[src/rtl/rx_byte_fifo.sv]
// ----------------------------------------------------------------------------
// rx_byte_fifo
//
// Downstream stage of the UART receiver. It watches the receiver's busy flag,
// captures the parallel byte and its parity result once per frame end, and
// buffers the entries in a DEPTH-entry circular FIFO. The host reads entries
// on a show-ahead valid/ready stream.
//
// Optional build macro:
//   RX_DROP_BAD_EN - when defined, bad-parity frames are counted but not
//                    stored, never cause overflow, and m_perr is tied to 0.
//
// Parameters:
//   DEPTH - FIFO entries (power of 2, >= 2)
//   AW    - pointer width, log2(DEPTH)
//
// Ports:
//   sys_clk      - system clock (also feeds the receiver's baud generator)
//   rst          - synchronous reset, active-high
//   rx_data      - receiver parallel byte, stable from busy fall to next load
//   rx_busy      - receiver busy, high while a frame is in progress
//   rx_parity_ok - receiver parity check, 1 = good
//   m_data       - head-of-FIFO byte (valid while m_valid)
//   m_perr       - head-of-FIFO parity error flag
//   m_valid      - head entry available
//   m_ready      - host accepts head entry
//   fill_level   - number of stored entries, 0..DEPTH
//   overflow     - sticky: a captured frame was lost to a full FIFO
//   ovf_clr      - single-cycle clear of overflow (a same-cycle set wins)
//   perr_count   - saturating count of captured bad-parity frames
// ----------------------------------------------------------------------------

module rx_byte_fifo #(
    parameter int unsigned DEPTH = 16,
    parameter int unsigned AW    = 4
) (
    input  logic          sys_clk,
    input  logic          rst,
    input  logic [7:0]    rx_data,
    input  logic          rx_busy,
    input  logic          rx_parity_ok,
    output logic [7:0]    m_data,
    output logic          m_perr,
    output logic          m_valid,
    input  logic          m_ready,
    output logic [AW:0]   fill_level,
    output logic          overflow,
    input  logic          ovf_clr,
    output logic [7:0]    perr_count
);

`ifdef RX_DROP_BAD_EN
    // Only good frames are stored, so the parity flag needs no storage.
    localparam int unsigned EW = 8;
`else
    localparam int unsigned EW = 9;
`endif

    localparam logic [AW:0] FULL_COUNT = (AW + 1)'(DEPTH);

    // Busy synchroniser (b1, b2) plus the edge-detect stage (b3).
    logic b1_q, b2_q, b3_q;

    logic [AW-1:0] wr_ptr_q, wr_ptr_d;
    logic [AW-1:0] rd_ptr_q, rd_ptr_d;
    logic [AW:0]   count_q,  count_d;
    logic          overflow_q, overflow_d;
    logic [7:0]    perr_count_q, perr_count_d;

    logic [EW-1:0] mem [DEPTH];
    logic [EW-1:0] wr_entry;
    logic [EW-1:0] rd_entry;

    logic cap;
    logic keep;
    logic full;
    logic pop;
    logic push;
    logic ovf_set;

    always_comb begin
        // One-cycle pulse when the synchronised busy flag falls (frame end).
        // Busy held high across reset release never produces a pulse because
        // the rising edge cannot satisfy b3 & ~b2.
        cap = b3_q & ~b2_q;

`ifdef RX_DROP_BAD_EN
        keep     = rx_parity_ok;
        wr_entry = rx_data;
`else
        keep     = 1'b1;
        wr_entry = {~rx_parity_ok, rx_data};
`endif

        full    = (count_q == FULL_COUNT);
        pop     = m_valid & m_ready;
        // A simultaneous pop frees the slot, so a full FIFO can still accept.
        push    = cap & keep & (~full | pop);
        ovf_set = cap & keep & full & ~pop;
    end

    always_comb begin
        wr_ptr_d     = wr_ptr_q;
        rd_ptr_d     = rd_ptr_q;
        count_d      = count_q;
        overflow_d   = overflow_q;
        perr_count_d = perr_count_q;

        if (push) begin
            wr_ptr_d = wr_ptr_q + AW'(1);
        end
        if (pop) begin
            rd_ptr_d = rd_ptr_q + AW'(1);
        end

        case ({push, pop})
            2'b10:   count_d = count_q + (AW + 1)'(1);
            2'b01:   count_d = count_q - (AW + 1)'(1);
            default: count_d = count_q;
        endcase

        if (ovf_set) begin
            overflow_d = 1'b1;
        end else if (ovf_clr) begin
            overflow_d = 1'b0;
        end

        // Counted on every bad capture, stored, dropped or filtered alike.
        if (cap && !rx_parity_ok && perr_count_q != 8'hFF) begin
            perr_count_d = perr_count_q + 8'd1;
        end
    end

    always_ff @(posedge sys_clk) begin
        if (rst) begin
            b1_q         <= 1'b0;
            b2_q         <= 1'b0;
            b3_q         <= 1'b0;
            wr_ptr_q     <= '0;
            rd_ptr_q     <= '0;
            count_q      <= '0;
            overflow_q   <= 1'b0;
            perr_count_q <= 8'd0;
        end else begin
            b1_q         <= rx_busy;
            b2_q         <= b1_q;
            b3_q         <= b2_q;
            wr_ptr_q     <= wr_ptr_d;
            rd_ptr_q     <= rd_ptr_d;
            count_q      <= count_d;
            overflow_q   <= overflow_d;
            perr_count_q <= perr_count_d;
        end
    end

    // Storage is not reset; entries are only visible through count_q.
    always_ff @(posedge sys_clk) begin
        if (push && !rst) begin
            mem[wr_ptr_q] <= wr_entry;
        end
    end

    // Show-ahead: head entry is read combinationally from rd_ptr.
    assign rd_entry = mem[rd_ptr_q];
    assign m_data   = rd_entry[7:0];

`ifdef RX_DROP_BAD_EN
    assign m_perr = 1'b0;
`else
    assign m_perr = rd_entry[8];
`endif

    assign m_valid    = (count_q != '0);
    assign fill_level = count_q;
    assign overflow   = overflow_q;
    assign perr_count = perr_count_q;

endmodule

[config.mk]
export PLATFORM = sky130hd
export DESIGN_NAME = rx_byte_fifo
export DESIGN_NICKNAME = d
export VERILOG_FILES = /design/src/rtl/rx_byte_fifo.sv
export SDC_FILE = /design/constraint.sdc
export NUM_CORES = 1
export LEC_CHECK = 0
export CORE_ASPECT_RATIO = 1.4
export CORE_UTILIZATION = 60
export CTS_BUF_LIST = sky130_fd_sc_hd__clkbuf_8
export CTS_CLUSTER_DIAMETER = 80
export DETAILED_ROUTE_END_ITERATION = 12
export HOLD_SLACK_MARGIN = 0.03
export PLACE_DENSITY = 0.8
export SETUP_SLACK_MARGIN = 0.05
export SYNTH_ARGS = -nofsm -noshare
export SYNTH_HDL_FRONTEND = slang
export SYNTH_SLANG_ARGS = --single-unit
[constraint.sdc]
create_clock -name sys_clk -period 2.5 [get_ports sys_clk]
set_input_delay 0.5 -clock sys_clk [delete_from_list [all_inputs] [get_ports sys_clk]]
set_output_delay 0.5 -clock sys_clk [all_outputs]
set_load 0.005 [all_outputs]
======== Word level (Yosys, flattened, before mapping) ========
Memory sizes are Yosys's and may differ from the RTL's. A register that Yosys moved wholly into a read port is not among the register bits.
Cells that the tools add are included.
Widths: inputs -> output; s select.
storage, ports and cells
  memories ................................ 1
  input bits .............................. 14
  flip-flop bits (word level) ............. 25
  bits in writable memories ............... 144
  output and inout bits ................... 24
operators by class
  muxes and demuxes ....................... 7
  eq/ne operators ......................... 4
  bitwise logic cells ..................... 10
  add/sub/neg operators ................... 5
  reductions and logical operators ........ 8
memories
  memory  depth  width  rd ports  clocked after Yosys merged registers in  write ports  line  RTL
  mem     16     9      1         1                                        1            70    logic [EW-1:0] mem [DEPTH];
operator list
  kind                 count
  $pmux 5 s2           1
  $add 4x1->4 const B  2
  $add 8x1->8 const B  1
  $mux 4               2
  $ne 8x8->1 const B   1
  $add 5x1->5 const B  1
  $and 1x1->1          5
  $eq 5x5->1 const B   1
  $reduce_bool 5->1    1
  $sub 5x1->5 const B  1
  $mux 1               4
  $not 1->1            4
  $reduce_bool 2->1    2
  $logic_and 1x1->1    3
  $eq 2x1->1 const B   1
  $eq 2x2->1 const B   1
  $logic_not 1->1      2
  $or 1x1->1           1

======== Depth between registers and ports, before layout ========
Gate-level depths: netlist (run 1).
  depth in word-level cells ............... 7
  gate-level depth with buffers ........... 8

======== Worst setup path after synthesis (run 1) ========
Ideal clock, no wire load.
  path type ............................... reg-to-output
  from .................................... register with a tool-made name
  to ...................................... output port m_data[0]
  cell stages (with the launch flop) ...... 5
  setup slack ............................. 177 ps
  data required time ...................... 2000 ps
  arrival time ............................ 1823 ps
  path buffers ............................ 2
  cell sequence ........................... dfxtp_1 -> buf_2 -> buf_2 -> mux4_2 -> mux4_2
RTL lines
  element           line  RTL
  end: declaration  42    output logic [7:0] m_data,

==> results.txt, run 1 <==
Core footprint: 10900 um2
Max-Cap Viols: 0
Startpoint of the worst-slack reg-to-reg timing path: fill_level[3]
Length in cells of the worst reg-to-reg path: 9
Non-filler cells, final: 612
Routed via count: 3596
DR vias/cell: 5.88
Switching power summed over all nets: 0.00172 W
Worst path top cell family by delay: multiplexers
Overall track demand over capacity in global routing: 0.260
Final wirelength: 14000 um
Asr flop ratio synth: 0
Initial antenna violation count: 1
R2r setup slk: 230 ps
Maximum level of the CTS H-tree: 4
Cell Chain, Critical Path: buf_6, buf_12, buf_12, mux4_2, mux4_2, buf_2
Setup slack after layout: -326 ps
Final HPWL from detailed placement: 8750 um
Iteration count of the initial detailed-routing pass: 5
Cell leakage power: 2.69 nW
CTS buffer count: 17
Number of cells traversed by the worst hold path: 1
Initial DRC count: 277
Top post-synthesis cells by area: sky130_fd_sc_hd__edfxtp_1, sky130_fd_sc_hd__mux4_2, sky130_fd_sc_hd__dfxtp_1
Arrival @ worst endpoint: 2330 ps
IO Count: 38
Filler cell count: 624
Combined buffer and inverter count along the critical path: 4
Logic gate share of total power: 0.260
Startpoint of the tightest hold check path: b1_q
Min Tclk post-route: 2830 ps
Clock tree from TritonCTS: built
Row count: 45
Library cell contributing the largest single delay on the critical path: sky130_fd_sc_hd__mux4_2
Routability congestion estimate from global placement: 0.772
Final Hold Viols: 0
Capturing element type of the critical path: output pin
Die width: 91.9 um
Maximum frequency from static timing analysis: 354 MHz
Element type at the critical path start: register
Setup Skew: 10.6 ps
Fraction of final layout cells sized beyond drive strength 1: 0.309
Ranking of synthesized cells by instance count: sky130_fd_sc_hd__edfxtp_1, sky130_fd_sc_hd__mux4_2, sky130_fd_sc_hd__nor2_1, sky130_fd_sc_hd__dfxtp_1, sky130_fd_sc_hd__nand2_1
Cell total after placement: 564
Source-to-sink clock delay at the later pin of the worst-skew pair: 450 ps
Max-slew violation count: 0
Post-Synthesis Net Count: 385
Post-synthesis sequential element count: 173
Endpoints failing setup: 9
Die footprint: 11800 um2
Average wire length per cell after detail routing: 22.9 um
Synthesis Warnings: 0
Crit path required time: 2000 ps
Antenna viol nets, final: 0
Relative max-transition margin: 0.524
Clock slew seen by the registers of the worst setup and hold paths: 90 ps
Hold/Removal Path Class: register to register
Cell accounting for the most synthesized area: sky130_fd_sc_hd__edfxtp_1
Worst-case hold slack: 446 ps
Unrepaired setup endpoints after global routing: true
Count of hold buffers inserted by post-cts repair: 0
Post-synthesis average cell area: 18.7 um2
Switch share: 0.254
Hold EP: b2_q
Violations in the final reports: setup timing
Terminus of the critical flop-to-flop path: fill_level[4]
Post-Synthesis Cell Area: 6790 um2
Clk network pwr share: 0.257
Share of the synthesized area in the top cell type: 0.637
Run status: finished with violations
Growth of design area from synthesis to finish: 20.8%
Largest fanout of any net on the critical path: 7
Number of global-route vias before repair: 3738
Pwr per Cell Area: 825 nW/um2
Part of the cycle the worst path needs: 1.13
Root Driver: sky130_fd_sc_hd__clkbuf_8
Maximum number of pins on one net before global-route repair: 37
Number of unique standard cell types used by synthesis: 33
Fraction of the yosys area taken by sequential cells: 0.722
Worst vdd rail ir drop: 0.666 mV
Remaining Overflow, GRT: 0
Cell with the most instances after synthesis: sky130_fd_sc_hd__edfxtp_1
Final layout net count: 480
Top flip-flop cell by instance count after synthesis: sky130_fd_sc_hd__edfxtp_1
Total internal power: 0.00505 W
Type of the worst setup path: register to output pin
Largest stage delay on the critical path: 500 ps
Die height: 128 um
Post-Synthesis Cells: 363
Global-route wire length before repair: 20900 um
Number of sinks on the clock net: 173
Clk buf depth: 2
Worst slew pin tran: 712 ps
Post-synth EDFFs: 144
Total DRC errors in the routed layout: 0
Relative contribution of sequential cells to total power: 0.483
Initial standard-cell utilization of the core: 0.622
Port Buffer Count: 37
[per-layer routing]
metal,part of all wire,GRT usage
met4,0.035,0.140
met5,0,0
met3,0.065,0.0682
met2,0.53,0.437
met1,0.37,0.306
[power groups by stage]
| stage | combinational (W) | sequential (W) | clock, W |
|---|---|---|---|
| CTS | 0.00173 | 0.00326 | 0.00177 |
| finish | 0.00176 | 0.00327 | 0.00174 |
| detailed placement | 0.00142 | 0.00332 | 0 |
| floorplan | 0.000917 | 0.00330 | 0 |
| global placement | 0.00139 | 0.00332 | 0 |
| global route | 0.00187 | 0.00328 | 0.00187 |
[sequential cells by signal, summed over array words and instances, names as in the netlist, named ones only]
| register | cells |
|---|---|
| b1_q | 1 |
| b2_q | 1 |
| b3_q | 1 |
| fill_level | 5 |
| mem | 144 |
| overflow | 1 |
| perr_count | 8 |
| rd_ptr_q | 4 |
| wr_ptr_q | 4 |
[metrics by stage]
step           setup TNS [ps]  power (W)   util  instance area [um2]  setup slack, ps
6_report                -2360    0.00676  0.751                 8200             -326
5_1_grt                 -3110    0.00702  0.751                 8200             -399
4_1_cts                 -2590    0.00676  0.748                 8170             -343
2_1_floorplan               0    0.00421      -                 6790              177
3_5_place_dp             -836    0.00475  0.699                 7630             -130
3_3_place_gp             -303    0.00471  0.699                 7630            -72.5
[cells by family (layout without fill, tap and decap cells)]
logic type	Yosys count	in the layout	synth area share
flip-flops	173	173	0.722
adder cells (fa/ha/maj)	8	8	0.0147
multiplexers	51	51	0.158
XOR/XNOR	14	14	0.0181
other	0	1	0
AO/OA/AOI/OAI	19	19	0.0199
buffers and inverters	20	127	0.0118
AND/OR/NAND/NOR	78	78	0.0551
[final cells by class]
class | instances | area, um2 | area share
timing repair buffer | 89 | 923 | 0.113
inverter | 7 | 26.3 | 0.00320
multi-input combinational | 170 | 1810 | 0.220
antenna | 1 | 2.50 | 0.000305
clock buffer | 17 | 234 | 0.0285
clock inverter | 14 | 121 | 0.0148
tap | 141 | 176 | 0.0215
sequential | 173 | 4910 | 0.599
[layout by cell type, fill, tap and decap left out, types with 7 or more instances in the layout]
cell,Yosys,routed
sky130_fd_sc_hd__mux4_2,45,45
sky130_fd_sc_hd__buf_4,0,32
sky130_fd_sc_hd__a21oi_1,10,10
sky130_fd_sc_hd__xor2_1,8,8
sky130_fd_sc_hd__edfxtp_1,144,144
sky130_fd_sc_hd__inv_1,7,7
sky130_fd_sc_hd__nand2_1,11,11
sky130_fd_sc_hd__clkdlybuf4s50_1,0,28
sky130_fd_sc_hd__buf_12,0,11
sky130_fd_sc_hd__nor2_1,41,41
sky130_fd_sc_hd__clkbuf_8,0,17
sky130_fd_sc_hd__buf_6,0,8
sky130_fd_sc_hd__dfxtp_1,29,26
sky130_fd_sc_hd__ha_1,8,8
[worst max path at each step]
stage,startpoint,endpoint,slack [ps],cells after the start
after detailed placement,register,m_data[7],-130,4
after CTS,register,m_data[0],-340,6
after floorplan,register,m_data[0],180,4
after global placement,register,m_perr,-70,4
final,register,m_data[0],-330,6
after global routing,register,m_data[0],-400,6
[what timing repair did]
item,CTS,global route
setup endpoints to repair,10,11
cloned,2,0
pin swaps,1,0
buffers inserted,12,4
gates resized for setup,46,9
No activity file was read; power rests on OpenSTA's default activity.
==> run 2: changes to the inputs <==
clock period = 2.6 ns   (was 2.5 ns; I/O delays follow)
==> run 2 against run 1 <==
Net effect:
- highest routed layer unchanged
- the flow still finishes with violations (setup timing)
- first-iteration DRC count rose by 35%
- cell area fell by 0.38%
- clock power rose by 9%
- total power fell by 2.0%
==> results.txt, run 2 (synthesized netlist as in run 1, its figures left out) <==
Final wirelength: 14100 um
Worst slew pin tran: 700 ps
Number of cells traversed by the worst hold path: 1
Iteration count of the initial detailed-routing pass: 4
Clk buf depth: 2
Maximum level of the CTS H-tree: 4
Util after Layout: 0.748
Port Buffer Count: 37
Die width: 91.9 um
Root Driver: sky130_fd_sc_hd__clkbuf_8
Antenna viol nets, final: 0
Startpoint of the tightest hold check path: b1_q
Worst path top cell family by delay: multiplexers
Die height: 128 um
DR vias/cell: 6.00
Hold EP: b2_q
Remaining Overflow, GRT: 0
IO Count: 38
Max-slew violation count: 0
Total negative setup slack: -1290 ps
Overall track demand over capacity in global routing: 0.259
Placed instance area: 7590 um2
Relative max-transition margin: 0.533
Total design power: 0.00663 W
Initial standard-cell utilization of the core: 0.622
Unrepaired setup endpoints after global routing: true
Final layout net count: 472
Element type at the critical path start: register
Core footprint: 10900 um2
Startpoint of the worst-slack reg-to-reg timing path: fill_level[0]
Average wire length per cell after detail routing: 23.2 um
Total DRC errors in the routed layout: 0
Type of the worst setup path: register to output pin
Filler cell count: 633
Arrival @ worst endpoint: 2280 ps
Most frequent CP cell: sky130_fd_sc_hd__mux4_2
Final HPWL from detailed placement: 8600 um
Initial antenna violation count: 1
Length in cells of the worst reg-to-reg path: 8
Leading cell types in the layout, fill and taps excluded: sky130_fd_sc_hd__edfxtp_1, sky130_fd_sc_hd__mux4_2, sky130_fd_sc_hd__nor2_1
Routability congestion estimate from global placement: 0.774
Terminus of the critical flop-to-flop path: fill_level[4]
Library cell contributing the largest single delay on the critical path: sky130_fd_sc_hd__mux4_2
Number of sinks on the clock net: 173
Capturing element type of the critical path: output pin
Maximum frequency from static timing analysis: 358 MHz
Source-to-sink clock delay at the later pin of the worst-skew pair: 440 ps
Worst vdd rail ir drop: 0.696 mV
Fraction of final layout cells sized beyond drive strength 1: 0.289
Clock slew seen by the registers of the worst setup and hold paths: 90 ps
Cell Chain, Critical Path: buf_12, buf_8, mux4_2, mux4_2, buf_6
Largest fanout of any net on the critical path: 6
Number of global-route vias before repair: 3774
Part of the cycle the worst path needs: 1.08
Number of flip-flops in the largest register: 144
Largest stage delay on the critical path: 530 ps
Most common cell after layout, fill and taps aside: sky130_fd_sc_hd__edfxtp_1
Endpoints failing setup: 9
R2r setup slk: 350 ps
Non-filler cells, final: 605
Maximum number of pins on one net before global-route repair: 37
Min Tclk post-route: 2800 ps
Combined buffer and inverter count along the critical path: 3
Initial DRC count: 375
Non-Filler Cell Area, Final: 8170 um2
Routed via count: 3630
Final Hold Viols: 0
Die footprint: 11800 um2
Max-Cap Viols: 0
Cell leakage power: 2.67 nW
Cell total after placement: 558
Row count: 45
Pwr per Cell Area: 812 nW/um2
Hold/Removal Path Class: register to register
Crit path required time: 2080 ps
Clock tree from TritonCTS: built
Setup slack after layout: -197 ps
Reg with most FFs: mem
Run status: finished with violations
Setup Skew: 12.0 ps
Count of hold buffers inserted by post-cts repair: 0
Violations in the final reports: setup timing
CTS buffer count: 17
Growth of design area from synthesis to finish: 20.3%
Global-route wire length before repair: 21100 um
-- run 2: changes by cell type in the layout (fill, tap and decap cells not counted), sizes merged --
cell	before	now
clkinvlp	3	2
clkinv	8	6
inv	9	11
clkbuf	18	17
buf	60	53
bufinv	1	3
-- run 2: worst max-delay path by stage --
| stage | end | slack, ps | cells after the start |
|---|---|---|---|
| after floorplan | m_data[0] | 260 | 4 |
| after global placement | m_perr | 10 | 4 |
| after detailed placement | m_data[7] | -30 | 4 |
| after CTS | m_data[5] | -230 | 5 |
| after global routing | m_data[5] | -260 | 5 |
| final | m_data[5] | -200 | 5 |
-- run 2: timing repair --
action | in CTS | in global routing
endpoints found under the setup margin | 9 | 10
pin swaps | 0 | 1
cloned | 1 | 0
setup buffers | 9 | 5
gates resized for setup | 46 | 5
-- run 2: layout make-up --
class                   count  area (um2)  area share
multi-input cells         170        1810       0.221
diodes                      1        2.50    0.000306
repair buffers             81         846       0.104
well taps                 141         176      0.0216
clock buffers              17         234      0.0286
clock inverters            15         170      0.0208
flip-flops and latches    173        4910       0.601
inverters                   7        26.3     0.00322
-- run 2: report_power, final --
part           switching (W)  leakage, nW  internal (W)  total [W]
Clock               0.000940        0.203      0.000948    0.00189
Sequential         0.0000912         1.53       0.00305    0.00314
Combinational       0.000617        0.939      0.000984    0.00160
Total                0.00165         2.67       0.00498    0.00663
-- run 2: metrics by stage --
step                hold slack, ps  worst slack [ps]
floorplan                      414               257
global placement               420              12.4
detailed placement             429             -25.2
CTS                            450              -232
global route                   462              -258
finish                         444              -197
-- run 2: worst reg2reg max path, cell delays in order, from the launching register on --
cell,delay [ps]
sky130_fd_sc_hd__dfxtp_1,390
sky130_fd_sc_hd__nor4_4,380
sky130_fd_sc_hd__a211oi_4,120
sky130_fd_sc_hd__xor2_1,150
sky130_fd_sc_hd__ha_1,220
sky130_fd_sc_hd__or3_1,320
sky130_fd_sc_hd__a21oi_1,160
sky130_fd_sc_hd__a21oi_1,90
sky130_fd_sc_hd__mux2_1,310
-- run 2: routing by layer --
| metal | vias to the layer above | track usage | routed length (um) |
|---|---|---|---|
| met5 | - | 0 | 0 |
| met4 | 0 | 0.141 | 488 |
| met3 | 31 | 0.0658 | 1060 |
| met2 | 151 | 0.445 | 7450 |
| met1 | 1841 | 0.299 | 5050 |
| li1 | 1607 | - | - |
==> run 3: changes to the inputs <==
clock period = 2.8 ns   (was 2.6 ns; I/O delays follow)
==> run 3 against run 2 <==
Net effect:
- the run still ends with setup timing left
- first-iteration DRC count grew 0.80%
- sequential power shrank 7.0%
- hold slack lost 1.6 ps
- core utilization is essentially flat
- non-clock buffer count grew 6
- via count grew 1.3%
- clock skew grew 3.7 ps
- critical path depth grew 1
- sequential cell count is the same
- count of clock-buffer cells in the layout is the same
==> results.txt, run 3 (synthesized netlist as in run 1, its figures left out) <==
Run status: finished with violations
Violations in the final reports: setup timing
Average wire length per cell after detail routing: 23.0 um
Crit path required time: 2240 ps
Number of sinks on the clock net: 173
DR vias/cell: 6.03
Relative contribution of sequential cells to total power: 0.472
Non-Filler Cell Area, Final: 8170 um2
Total DRC errors in the routed layout: 0
Cell leakage power: 2.68 nW
Growth of design area from synthesis to finish: 20.4%
Port Buffer Count: 37
Timing endpoint of the critical path: m_data[6]
Initial DRC count: 378
Library cell contributing the largest single delay on the critical path: sky130_fd_sc_hd__mux4_2
Capturing element type of the critical path: output pin
Max-slew violation count: 0
Placed instance area: 7520 um2
Combined buffer and inverter count along the critical path: 4
Terminus of the critical flop-to-flop path: fill_level[4]
Max-Cap Viols: 0
Clk network pwr share: 0.269
Overall track demand over capacity in global routing: 0.264
Setup Skew: 15.7 ps
Element type at the critical path start: register
Routability congestion estimate from global placement: 0.735
Die height: 128 um
Switching power summed over all nets: 0.00157 W
Die width: 91.9 um
Cell Chain, Critical Path: buf_12, buf_12, buf_6, mux4_2, mux4_2, buf_6
Number of global-route vias before repair: 3844
Levels on crit path: 6
Worst slew pin tran: 718 ps
Maximum frequency from static timing analysis: 342 MHz
Final HPWL from detailed placement: 8340 um
Reg with most FFs: mem
Endpoints failing setup: 6
Maximum number of pins on one net before global-route repair: 37
CTS buffer count: 17
Type of the worst setup path: register to output pin
Final wirelength: 14100 um
Min Tclk post-route: 2920 ps
Fraction of final layout cells sized beyond drive strength 1: 0.297
Initial standard-cell utilization of the core: 0.622
Area of combinational cells with multiple inputs: 1810 um2
Root Driver: sky130_fd_sc_hd__clkbuf_8
Length in cells of the worst reg-to-reg path: 8
Part of the cycle the worst path needs: 1.04
Switch share: 0.255
Leading cell types in the layout, fill and taps excluded: sky130_fd_sc_hd__edfxtp_1, sky130_fd_sc_hd__mux4_2, sky130_fd_sc_hd__nor2_1
Clock tree from TritonCTS: built
Non-filler cells, final: 610
Hold/Removal Path Class: register to register
Arrival @ worst endpoint: 2360 ps
Setup slack after layout: -121 ps
Final Hold Viols: 0
Clock slew seen by the registers of the worst setup and hold paths: 90 ps
Worst vdd rail ir drop: 0.577 mV
Most common cell after layout, fill and taps aside: sky130_fd_sc_hd__edfxtp_1
Initial antenna violation count: 1
Filler cell count: 628
IO Count: 38
Routed via count: 3677
Logic gate share of total power: 0.259
Total internal power: 0.00461 W
Global-route wire length before repair: 21500 um
Core footprint: 10900 um2
Unrepaired setup endpoints after global routing: true
Number of flip-flops in the largest register: 144
Relative max-transition margin: 0.521
Cell total after placement: 554
Iteration count of the initial detailed-routing pass: 5
Pwr per Cell Area: 756 nW/um2
Final layout net count: 478
Startpoint of the worst-slack reg-to-reg timing path: fill_level[1]
Maximum level of the CTS H-tree: 4
Source-to-sink clock delay at the later pin of the worst-skew pair: 450 ps
Antenna viol nets, final: 0
Worst path top cell family by delay: multiplexers
Largest stage delay on the critical path: 510 ps
Die footprint: 11800 um2
Remaining Overflow, GRT: 0
R2r setup slk: 340 ps
Row count: 45
Area taken by flip-flops and latches: 4910 um2
Pre-CTS WS: 101 ps
Largest fanout of any net on the critical path: 6
Clk buf depth: 2
Total design power: 0.00618 W
==> run 3: through the flow <==
step	utilization	TNS [ps]	hold slack (ps)
floorplan	-	0	414
global placement	0.688	0	421
detailed placement	0.688	0	428
CTS	0.749	-348	448
global route	0.748	-888	465
finish	0.748	-315	443
==> run 3: final cells by class <==
cell class	count	share of cell area
antenna	1	0.000306
clock inverter	14	0.0176
sequential	173	0.600
clock buffer	17	0.0286
timing repair buffer	87	0.107
multi-input combinational	170	0.221
inverter	7	0.00321
tap	141	0.0216
==> run 3: timing repair <==
item | 4_1_cts | 5_1_grt
setup buffers | 21 | 2
hold buffers | 0 | 0
resized for setup | 56 | 2
gates cloned | 2 | 0
setup endpoints to repair | 9 | 9
==> run 3: how the worst min path moves through the flow <==
| stage | slack, ps | startpoint | depth (start not counted) | end |
|---|---|---|---|---|
| 2_1_floorplan | 410 | b1_q | 1 | b2_q |
| 3_3_place_gp | 420 | b1_q | 1 | b2_q |
| 3_5_place_dp | 430 | b1_q | 1 | b2_q |
| 4_1_cts | 450 | b1_q | 1 | b2_q |
| 5_1_grt | 460 | b1_q | 1 | b2_q |
| 6_report | 440 | b1_q | 1 | b2_q |
==> run 3: per-layer routing <==
metal,GRT usage,share of wire,vias up
met3,0.0599,0.065,28
met1,0.322,0.36,1878
met4,0.137,0.035,0
met2,0.443,0.54,157
met5,0,0,-
li1,-,-,1614
==> run 3: power groups by stage <==
stage,clock network [W],registers (W),logic (W)
3_3_place_gp,0,0.00296,0.00120
5_1_grt,0.00180,0.00292,0.00172
4_1_cts,0.00169,0.00292,0.00160
3_5_place_dp,0,0.00297,0.00123
6_report,0.00166,0.00292,0.00160
2_1_floorplan,0,0.00294,0.000819
